===== src/rtl/bus_arbiter.sv =====
// Round-robin arbiter sharing one WIDTH-bit bus between N_REQ level-request drivers, with a hold limit.
// Latency: req -> gnt/owner/busy one cycle (registered); out is combinational from registered gnt and live din.
// No backpressure: requests are levels, unserved requests are not latched; ownership is capped at MAX_HOLD when others wait.
module bus_arbiter #(
    parameter int N_REQ    = 4,
    parameter int WIDTH    = 16,
    parameter int MAX_HOLD = 8
) (
    input  logic                     clk,
    input  logic                     rst,
    input  logic [N_REQ-1:0]         req,
    input  logic [N_REQ*WIDTH-1:0]   din,
    output logic [N_REQ-1:0]         gnt,
    output logic [2:0]               owner,
    output logic                     busy,
    output logic [WIDTH-1:0]         out
);

    localparam int PTR_W = (N_REQ > 1) ? $clog2(N_REQ) : 1;
    localparam int HC_W  = (MAX_HOLD > 0) ? $clog2(MAX_HOLD + 1) : 1;

    // Hold counter ceiling; with no hold limit the counter just pins at all-ones.
    localparam logic [HC_W-1:0]  HC_SAT  = (MAX_HOLD > 0) ? HC_W'(MAX_HOLD) : '1;
    localparam logic [PTR_W:0]   N_REQ_W = (PTR_W + 1)'(N_REQ);
    localparam logic [PTR_W-1:0] LAST_ID = PTR_W'(N_REQ - 1);

    typedef enum logic {
        ST_IDLE  = 1'b0,
        ST_OWNED = 1'b1
    } state_t;

    state_t             state_q, state_d;
    logic [N_REQ-1:0]   gnt_q, gnt_d;
    logic [2:0]         owner_q, owner_d;
    logic               busy_q, busy_d;
    logic [PTR_W-1:0]   ptr_q, ptr_d;
    logic [HC_W-1:0]    hold_q, hold_d;

    logic [N_REQ-1:0]   cand;
    logic [N_REQ-1:0]   rot;
    logic [PTR_W-1:0]   win_off;
    logic [PTR_W:0]     win_sum;
    logic [PTR_W-1:0]   win_idx;
    logic [PTR_W-1:0]   win_nxt;
    logic [N_REQ-1:0]   win_onehot;
    logic               win_vld;
    logic               own_req;
    logic               take;
    logic [WIDTH-1:0]   out_mux;

    // Round-robin search: rotate candidates so ptr lands at bit 0, take the lowest set bit, rotate back.
    always_comb begin
        cand    = (state_q == ST_OWNED) ? (req & ~gnt_q) : req;
        rot     = N_REQ'({cand, cand} >> ptr_q);
        win_vld = |rot;
        win_off = '0;
        for (int k = N_REQ - 1; k >= 0; k--) begin
            if (rot[k]) begin
                win_off = PTR_W'(k);
            end
        end
        win_sum = {1'b0, ptr_q} + {1'b0, win_off};
        if (win_sum >= N_REQ_W) begin
            win_sum = win_sum - N_REQ_W;
        end
        win_idx    = win_sum[PTR_W-1:0];
        win_nxt    = (win_idx == LAST_ID) ? '0 : win_idx + 1'b1;
        win_onehot = N_REQ'(1) << win_idx;
    end

    // Ownership decisions: grant from idle, hold/saturate, preempt at the hold limit, hand over, or release.
    always_comb begin
        state_d = state_q;
        gnt_d   = gnt_q;
        owner_d = owner_q;
        busy_d  = busy_q;
        ptr_d   = ptr_q;
        hold_d  = hold_q;
        take    = 1'b0;
        own_req = |(req & gnt_q);

        case (state_q)
            ST_IDLE: begin
                if (win_vld) begin
                    take = 1'b1;
                end
            end
            ST_OWNED: begin
                if (own_req) begin
                    if (win_vld && (MAX_HOLD != 0) && (hold_q == HC_SAT)) begin
                        take = 1'b1;
                    end else if (hold_q != HC_SAT) begin
                        hold_d = hold_q + 1'b1;
                    end
                end else if (win_vld) begin
                    take = 1'b1;
                end else begin
                    state_d = ST_IDLE;
                    gnt_d   = '0;
                    owner_d = '0;
                    busy_d  = 1'b0;
                    hold_d  = '0;
                end
            end
            default: begin
                state_d = ST_IDLE;
                gnt_d   = '0;
                owner_d = '0;
                busy_d  = 1'b0;
                hold_d  = '0;
            end
        endcase

        // A new owner always restarts the hold count and moves the pointer past itself.
        if (take) begin
            state_d = ST_OWNED;
            gnt_d   = win_onehot;
            owner_d = 3'(win_idx);
            busy_d  = 1'b1;
            ptr_d   = win_nxt;
            hold_d  = HC_W'(1);
        end
    end

    // State and registered outputs; reset drops any grant in flight.
    always_ff @(posedge clk) begin
        if (rst) begin
            state_q <= ST_IDLE;
            gnt_q   <= '0;
            owner_q <= '0;
            busy_q  <= 1'b0;
            ptr_q   <= '0;
            hold_q  <= '0;
        end else begin
            state_q <= state_d;
            gnt_q   <= gnt_d;
            owner_q <= owner_d;
            busy_q  <= busy_d;
            ptr_q   <= ptr_d;
            hold_q  <= hold_d;
        end
    end

    // AND-OR bus mux keyed by the one-hot grant; zero when nobody owns the bus.
    always_comb begin
        out_mux = '0;
        for (int i = 0; i < N_REQ; i++) begin
            if (gnt_q[i]) begin
                out_mux = out_mux | din[i*WIDTH +: WIDTH];
            end
        end
    end

    assign gnt   = gnt_q;
    assign owner = owner_q;
    assign busy  = busy_q;
    assign out   = out_mux;

endmodule


===== config.mk =====
export PLATFORM = sky130hd
export DESIGN_NAME = bus_arbiter
export DESIGN_NICKNAME = d
export VERILOG_FILES = /design/src/rtl/bus_arbiter.sv
export SDC_FILE = /design/constraint.sdc
export NUM_CORES = 1
export LEC_CHECK = 0
export CORE_MARGIN = 1
export CORE_UTILIZATION = 36
export DETAILED_ROUTE_END_ITERATION = 10
export PLACE_DENSITY_LB_ADDON = 0.1
export SLEW_MARGIN = 20
export SYNTH_ARGS = -nofsm -noshare
export SYNTH_HDL_FRONTEND = slang
export SYNTH_SLANG_ARGS = --single-unit

===== constraint.sdc =====
create_clock -name clk -period 3.4 [get_ports clk]
set_clock_uncertainty 0.05 [all_clocks]
set_input_delay 1.02 -clock clk [delete_from_list [all_inputs] [get_ports clk]]
set_output_delay 1.02 -clock clk [all_outputs]
set_load 0.02 [all_outputs]

* Word level (Yosys, flattened, before mapping)
Cells that the tools add are included. Widths: inputs -> output; s select.
Storage, ports and cells: flip-flop bits (word level) 14, input bits 70, output and inout port bits 24, word-level logic and storage cells 75
Operators by class: add/subtract/negate cells 4, order comparisons 1, equality and inequality tests 11, shifts and indexed selects 2, multiplexer cells 35, bitwise gates (word level) 7, reductions and logical operators 8
Operator list (count):
- $mux 16 | 4
- $or 16x16->16 | 3
- $mux 4 | 8
- $mux 2 | 10
- $mux 1 | 12
- $and 4x4->4 | 2
- $ne 2x1->1 const B | 4
- $reduce_and 4->1 | 2
- $reduce_or 4->1 | 2
- $shr 8x2->4 | 1
- $ne 3x1->1 const B | 2
- $add 4x1->4 const B | 1
- $eq 4x4->1 const B | 1
- $ne 4x4->1 const B | 1
- $not 4->4 | 1
- $shl 1x2->4 const A | 1
- $add 2x2->3 | 1
- $ge 3x3->1 const B | 1
- $ne 3x3->1 const B | 1
- $reduce_and 3->1 | 1
- $add 2x1->2 const B | 1
- $eq 2x2->1 const B | 1
- $ne 2x2->1 const B | 1
- $pmux 1 s2 | 1
- 5 further kinds | 5

* Depth between registers and ports, before layout
Gate-level depths: netlist of run 1.
word-level depth 13, mapped depth 11, gate-level depth less buffers 10

* Least setup slack after synthesis of run 1
OpenSTA, ideal clock, no wires.
path kind input to register, start point input req[0], end point register ptr_q[0], setup time 71 ps, arrival time 2692 ps, required time 3279 ps, setup slack 587 ps, stages on the path 9, buffers on the path 0, cells stage by stage a21boi_1 > nor3_1 > a311oi_1 > o21ai_0 > ha_1 > xnor2_1 > ha_1 > or3_1 > a21oi_1
On the way: word-level cells in the longest chain between the ends 12, elaborated cells on any way between the ends 22, classes of those cells add/sub: 3; order compare: 1; eq/ne: 1; shift: 1; mux: 11; bitwise: 2; reduce/logical: 3
Ends and longest elaborated chain:
- start: declaration | RTL line 11 | input logic [N_REQ-1:0] req,
- $and 4x4->4 | RTL line 53 | cand = (state_q == ST_OWNED) ? (req & ~gnt_q) : req;
- $mux 4 | RTL line 53
- $shr 8x2->4 | RTL line 54 | rot = N_REQ'({cand, cand} >> ptr_q);
- $mux 2 (4 in a row) | RTL line 58 | if (rot[k]) begin
- $add 2x2->3 | RTL line 62 | win_sum = {1'b0, ptr_q} + {1'b0, win_off};
- $ge 3x3->1 or $sub 2x1->2 (tied branches) | RTL line 63, 64
- $mux 2 | RTL line 63 | if (win_sum >= N_REQ_W) begin
- $add 2x1->2 or $eq 2x2->1 (tied branches) | RTL line 67 | win_nxt = (win_idx == LAST_ID) ? '0 : win_idx + 1'b1;
- $mux 2 | RTL line 67
- end signal: assignment | RTL line 139 | ptr_q <= ptr_d;
- end: declaration | RTL line 36 | logic [PTR_W-1:0] ptr_q, ptr_d;
Several ways; a longest one is shown, not always the timed one. A chain may end at the register's enable or synchronous reset.

* Worst setup path in the final report of run 1
start point input din[11], end point output out[11]
On the way: word-level cells in the longest chain between the ends 7
Ends and longest elaborated chain:
- start: declaration | RTL line 12 | input logic [N_REQ*WIDTH-1:0] din,
- $mux 16 * | RTL line 148 | if (gnt_q[i]) begin
- $or 16x16->16 | RTL line 149 | out_mux = out_mux | din[i*WIDTH +: WIDTH];
- $mux 16 * | RTL line 148
- $or 16x16->16 | RTL line 149
- $mux 16 * | RTL line 148
- $or 16x16->16 | RTL line 149
- $mux 16 * | RTL line 148
- end: declaration | RTL line 16 | output logic [WIDTH-1:0] out
Every way passes the cells marked *; elsewhere a longest branch is shown, timed or not.

==> results of run 1 <==
[path summary, 6_finish.rpt]
path | slack, ps | startpoint | end | cells past startpoint
worst max-delay path | 50 | din[11] | out[11] | 4
worst min register to register | 430 | hold_q[3] | hold_q[3] | 2
worst max register to register | 600 | gnt[0] | owner[1] | 9
worst min-delay path | 430 | hold_q[3] | hold_q[3] | 2
[area by class of cell]
class	count	area share, %
Clock buffer	4	2.21
Timing Repair Buffer	111	43.1
Sequential cell	14	11.3
Tap cell	48	2.41
Inverter	7	1.05
Multi-Input combinational cell	136	40.0
[Yosys cell counts, types with 2 or more instances]
| cell type | instances | share of area [%] |
|---|---|---|
| a211oi_1 | 2 | 1.1 |
| a21boi_1 | 5 | 2.7 |
| a21oi_1 | 7 | 2.6 |
| a22o_1 | 5 | 3.2 |
| a22oi_1 | 33 | 18 |
| a311oi_1 | 2 | 1.3 |
| buf_4 | 2 | 1.1 |
| buf_6 | 2 | 1.6 |
| clkbuf_1 | 7 | 1.9 |
| dfxtp_1 | 14 | 20 |
| ha_1 | 7 | 6.4 |
| inv_1 | 6 | 1.6 |
| nand2_1 | 20 | 5.5 |
| nand2b_1 | 2 | 0.91 |
| nand3_1 | 2 | 0.73 |
| nor2_1 | 9 | 2.5 |
| nor3_1 | 3 | 1.1 |
| o21ai_0 | 3 | 1.1 |
| o221a_4 | 2 | 2.9 |
| o221ai_1 | 2 | 1.3 |
| o311a_1 | 2 | 1.5 |
| o31ai_1 | 2 | 1.1 |
| or3_1 | 2 | 0.91 |
| or4_1 | 3 | 1.6 |
[metal layers]
layer	vias up	part of all wire, %
met5	-	0
met4	0	1.1
met3	6	3.5
met2	48	53
met1	782	42
li1	860	-
[registers in the layout, summed over array words and instances (netlist names)]
name / cells
busy: 1
gnt: 4
hold_q: 4
owner: 2
ptr_q: 2
state_q: 1
[worst max-delay path, delay by kind of cell]
family / cells / cell delay (ps)
and+or+nand+nor: 1 / 100
buffers and inverters: 2 / 1070
AOI/OAI and AO/OA: 1 / 80
[power by group]
part           switching [uW]  internal (uW)  total, uW  leakage, uW
Sequential               99.2            207        306     0.000115
Combinational             563            614       1180     0.000919
Clock                    62.4            103        165    0.0000288
Total                     725            923       1650      0.00106
[metrics by stage]
step | setup WS, ps | hold slack, ps | util [%]
3_5_place_dp | -59.6 | 417 | 66.2
4_1_cts | 51.8 | 435 | 67.7
2_1_floorplan | 587 | 396 | -
5_1_grt | 2.90 | 449 | 68.0
3_3_place_gp | -6.75 | 419 | 66.2
6_report | 50.7 | 427 | 68.0
[cells by family (layout without fill, tap and decap cells)]
family	Yosys count	in the layout	synth area share, %
buffers and inverters	20	122	7.21
multiplexers	1	1	0.730
AND/OR/NAND/NOR	48	48	17.6
flip-flops	14	14	20.4
XOR/XNOR	2	2	1.28
adder cells (fa/ha/maj)	7	7	6.39
other	1	1	0.273
AO/OA/AOI/OAI	77	77	46.1
==> results.md, run 1 <==
- Outcome: completed
- Final Non-Filler Cells: 320
- Leak Pwr: 0.00106 uW
- CTS tree: built
- Most used routing layer in global routing: met2
- Most frequent cells in the layout: clkdlybuf4s50_1 (88), a22oi_1 (33), nand2_1 (20), buf_4 (19), dfxtp_1 (14)
- Antenna violations before repair: 0
- Number of remaining DRC errors: 0
- TritonRoute pass-1 iters: 4
- Placed cell area: 2420 um^2
- Hold Fails Final Rpt: 0
- Register area: 280 um^2
- Routed Wire Length: 4620 um
- DP HPWL: 3580 um
- Syn_area_per_cell: 8.07 um^2
- Synth Cell Area: 1370 um^2
- Slowest cell on the critical path: clkdlybuf4s50_1
- Main synth FF type: dfxtp_1
- Starting Density: 37.5%
- Setup-failing EPs final: 0
- Final Total Pwr: 1650 uW
- FMAX: 0.299 GHz
- Root Driver: clkbuf_8
- Filler cell count: 323
- Pwr/cell area: 661 nW/um^2
- Setup_tns: 0 ps
- Layout cells sized above 1: 13.2%
- Most frequent CP cell: clkdlybuf4s50_1
- Hold Buf Count CTS: 0
- Crit Path Max Fanout: 1
- Post-Layout Inst Area: 2490 um^2
- Asr flop ratio synth: 0%
- Met1 Usage GRT: 28.0%
- Via/cell ratio: 5.30
- Die height: 63.7 um
- Initial DRC count: 45
- Ys Warns: 0
- Grt total ovfl: 0
- Area of the multi-input gates: 996 um^2
- Met2 Use GR: 41.8%
- CORE AREA: 3660 um^2
- Post-synthesis sequential area ratio: 20.4%
- Vias in the first global route: 1609
- Max clock buf depth: 2
- Tightest Hold Check Type: flop to flop
- Count of different cell masters after synthesis: 50
- Worst-path clk slew: 60 ps
- Routability Congestion: 0.863
- Largest net degree at the start of global routing: 22
- Clock Latency Late Sink: 250 ps
- I/O Buffers: 92
- Final Net Count: 350
- All-Layer GR Usage: 23.2%
- Number of buffers created by CTS: 3
- Worst path cell trace: clkdlybuf4s50_1 -> a22oi_1 -> nand2_1 -> clkdlybuf4s50_1
- Syn_nets: 247
- Max-Slew Margin vs Limit: 49.0%
- Met3 Track Usage GR: 4.17%
- Max VDD drop: 0.546 mV
- Tcrit/Tclk final: 98.5%
- Final worst path period need: 3350 ps
- Post_cts resized: 0
- Post-synth EDFFs: 0
- Die span in x: 63.7 um
- Num Clock Sinks: 14
- Row Count: 22
- Setup Crit Path Kind: input pin to output port
- Worst-margin pin slew: 764 ps
- Yosys reg bits: 14
- Vias post-DR: 1696
- I/O pin total: 94
- Avg WL per Cell: 14.4 um
- Max-slew violations: 0
- Worst path max stage delay: 600 ps
- Cell count after synthesis: 170
- Die area: 4060 um^2
- Synth-to-layout area growth: 81.7%
- Diode count: 0
- Type of origin of the critical path: input pin
- CP Capture Type: output port
- Post-DRT Antenna Nets: 0
- Maxcap violations: 0
- Dpl cells: 316
- Setup bufs post-CTS: 0
- Commonest non-fill, non-tap cell in the layout: clkdlybuf4s50_1
- Worst Path Required: 2330 ps
- RSZ-0062 raised after global routing: false
- H-tree depth: 1
- Data arrival time of the critical path: 2280 ps
- Global-route wire length before repair: 7510 um
Power figures use the tool's default switching activity.
==> run 2: changes to the inputs <==
Settings changed: HOLD_SLACK_MARGIN set to 0.12.
==> results of run 2 <==
Same layout as run 1: the final DEF is identical, and so are final timing and power.
==> run 3: changes to the inputs <==
Settings changed: CORE_MARGIN 1 to not set, CTS_CLUSTER_DIAMETER set to 60.
Clock period 3.4 ns to 3.85 ns, I/O delays scaled along.
==> run 3 against run 2 <==
Combinational power decreased by 16%; critical path depth unchanged; power shrank 14%; clock power fell by 9%; hold slack worse by 3.3 ps; via count fell by 1.2%.
==> results.md, run 3 (synthesis gave the netlist of run 1 again) <==
- Outcome: completed
- Root Driver: clkbuf_8
- All-Layer GR Usage: 24.3%
- DP HPWL: 3620 um
- Reg-to-reg critical path startpoint: gnt[2]
- Post_cts resized: 0
- Commonest non-fill, non-tap cell in the layout: clkdlybuf4s50_1
- Worst Reg2Reg Path Length in Cells: 11
- Final worst path period need: 3650 ps
- FMAX: 0.274 GHz
- Vias in the first global route: 1637
- Setup_tns: 0 ps
- Via/cell ratio: 5.49
- Max-slew violations: 0
- Diode count: 0
- Hold path start: hold_q[3]
- Worst-margin pin slew: 738 ps
- Met2 Use GR: 43.1%
- Number of remaining DRC errors: 0
- Post-DRT Antenna Nets: 0
- Max clock buf depth: 2
- CP Capture Type: output port
- Crit Path Max Fanout: 1
- I/O pin total: 94
- Antenna violations before repair: 0
- Most frequent cells in the layout: clkdlybuf4s50_1 (92), a22oi_1 (33), nand2_1 (20), dfxtp_1 (14), nor2_1 (9)
- Register area: 280 um^2
- Worst Path Required: 2640 ps
- Reg2reg end: ptr_q[0]
- Initial DRC count: 93
- Max VDD drop: 0.448 mV
- Largest net degree at the start of global routing: 20
- Row Count: 22
- CTS tree: built
- Met1 Usage GRT: 27.8%
- Hold Path Sink: hold_q[3]
- Setup-failing EPs final: 0
- Worst-path clk slew: 60 ps
- Leak Pwr: 0.000932 uW
- Avg WL per Cell: 15.3 um
- Die area: 4060 um^2
- Synth-to-layout area growth: 72.4%
- Layout cells sized above 1: 7.78%
- Global-route wire length before repair: 7670 um
- CORE AREA: 3660 um^2
- Most used routing layer in global routing: met2
- RSZ-0062 raised after global routing: false
- Number of buffers created by CTS: 3
- Die height: 63.7 um
- Final Net Count: 335
- Clock Latency Late Sink: 260 ps
- Tcrit/Tclk final: 94.7%
- Setup Crit Path Kind: input pin to output port
- Data arrival time of the critical path: 2440 ps
- Num Clock Sinks: 14
- Filler cell count: 331
- Maxcap violations: 0
- Die span in x: 63.7 um
- Area of the multi-input gates: 992 um^2
- H-tree depth: 1
- Routed Wire Length: 4680 um
- TritonRoute pass-1 iters: 4
- Final Total Pwr: 1410 uW
- R2R setup slack: 880 ps
- Starting Density: 37.5%
- Hold path depth: 2
- Hold Fails Final Rpt: 0
- Pwr/cell area: 597 nW/um^2
- Routability Congestion: 0.756
- Type of origin of the critical path: input pin
- Hold Buf Count CTS: 0
- Grt total ovfl: 0
- Met3 Track Usage GR: 4.89%
- Vias post-DR: 1675
- Max-Slew Margin vs Limit: 50.8%
- I/O Buffers: 92
- Tightest Hold Check Type: flop to flop
- Setup bufs post-CTS: 0
==> run 3: cell types whose count changed in the layout (fill, tap and decap cells not counted), sizes merged <==
cell	previous run	this run
buf	19	4
clkdlybuf4s50	88	92
dlymetal6s2s	4	0
==> run 3: layout make-up <==
| cell class | instances | area share, % |
|---|---|---|
| clock buffers | 4 | 2.33 |
| inverters | 7 | 1.11 |
| multi-input cells | 136 | 42.0 |
| flip-flops and latches | 14 | 11.9 |
| well taps | 48 | 2.54 |
| repair buffers | 96 | 40.2 |
==> run 3: report_power, final <==
group          internal, uW  switching, uW  total (uW)  leakage, uW
Clock                  90.9           59.1         150    0.0000288
Combinational           499            496         995     0.000788
Sequential              183           84.1         267     0.000115
Total                   773            639        1410     0.000932
==> run 3: layer usage <==
metal / routed length (um) / vias to the layer above / share of wire [%]
li1: - / 840 / -
met1: 1950 / 776 / 42
met2: 2420 / 47 / 52
met3: 180 / 12 / 3.8
met4: 129 / 0 / 2.8
met5: 0 / - / 0
==> run 3: critical path, cell delays in order <==
cell and delay (ps):
clkdlybuf4s50_1 470, a22oi_1 90, nand2_1 110, clkdlybuf4s50_1 620
==> run 3: through the flow <==
stage / setup slack (ps) / util, % / area, um^2 / instances / hold slack, ps
6_report: 203 / 64.6 / 2360 / 305 / 424
3_5_place_dp: 157 / 63.1 / 2310 / 301 / 419
4_1_cts: 201 / 64.6 / 2360 / 305 / 426
5_1_grt: 138 / 64.6 / 2360 / 305 / 452
3_3_place_gp: 225 / 63.1 / 2310 / 301 / 415
2_1_floorplan: 902 / - / 1370 / 170 / 396
==> run 3: worst max-delay path by stage <==
stage	start	depth (start not counted)	end
after detailed placement	req[0]	10	ptr_q[0]
after CTS	din[38]	4	out[6]
after global routing	din[38]	4	out[6]
after floorplan	req[0]	9	ptr_q[0]
final	din[38]	4	out[6]
after global placement	req[3]	9	ptr_q[0]
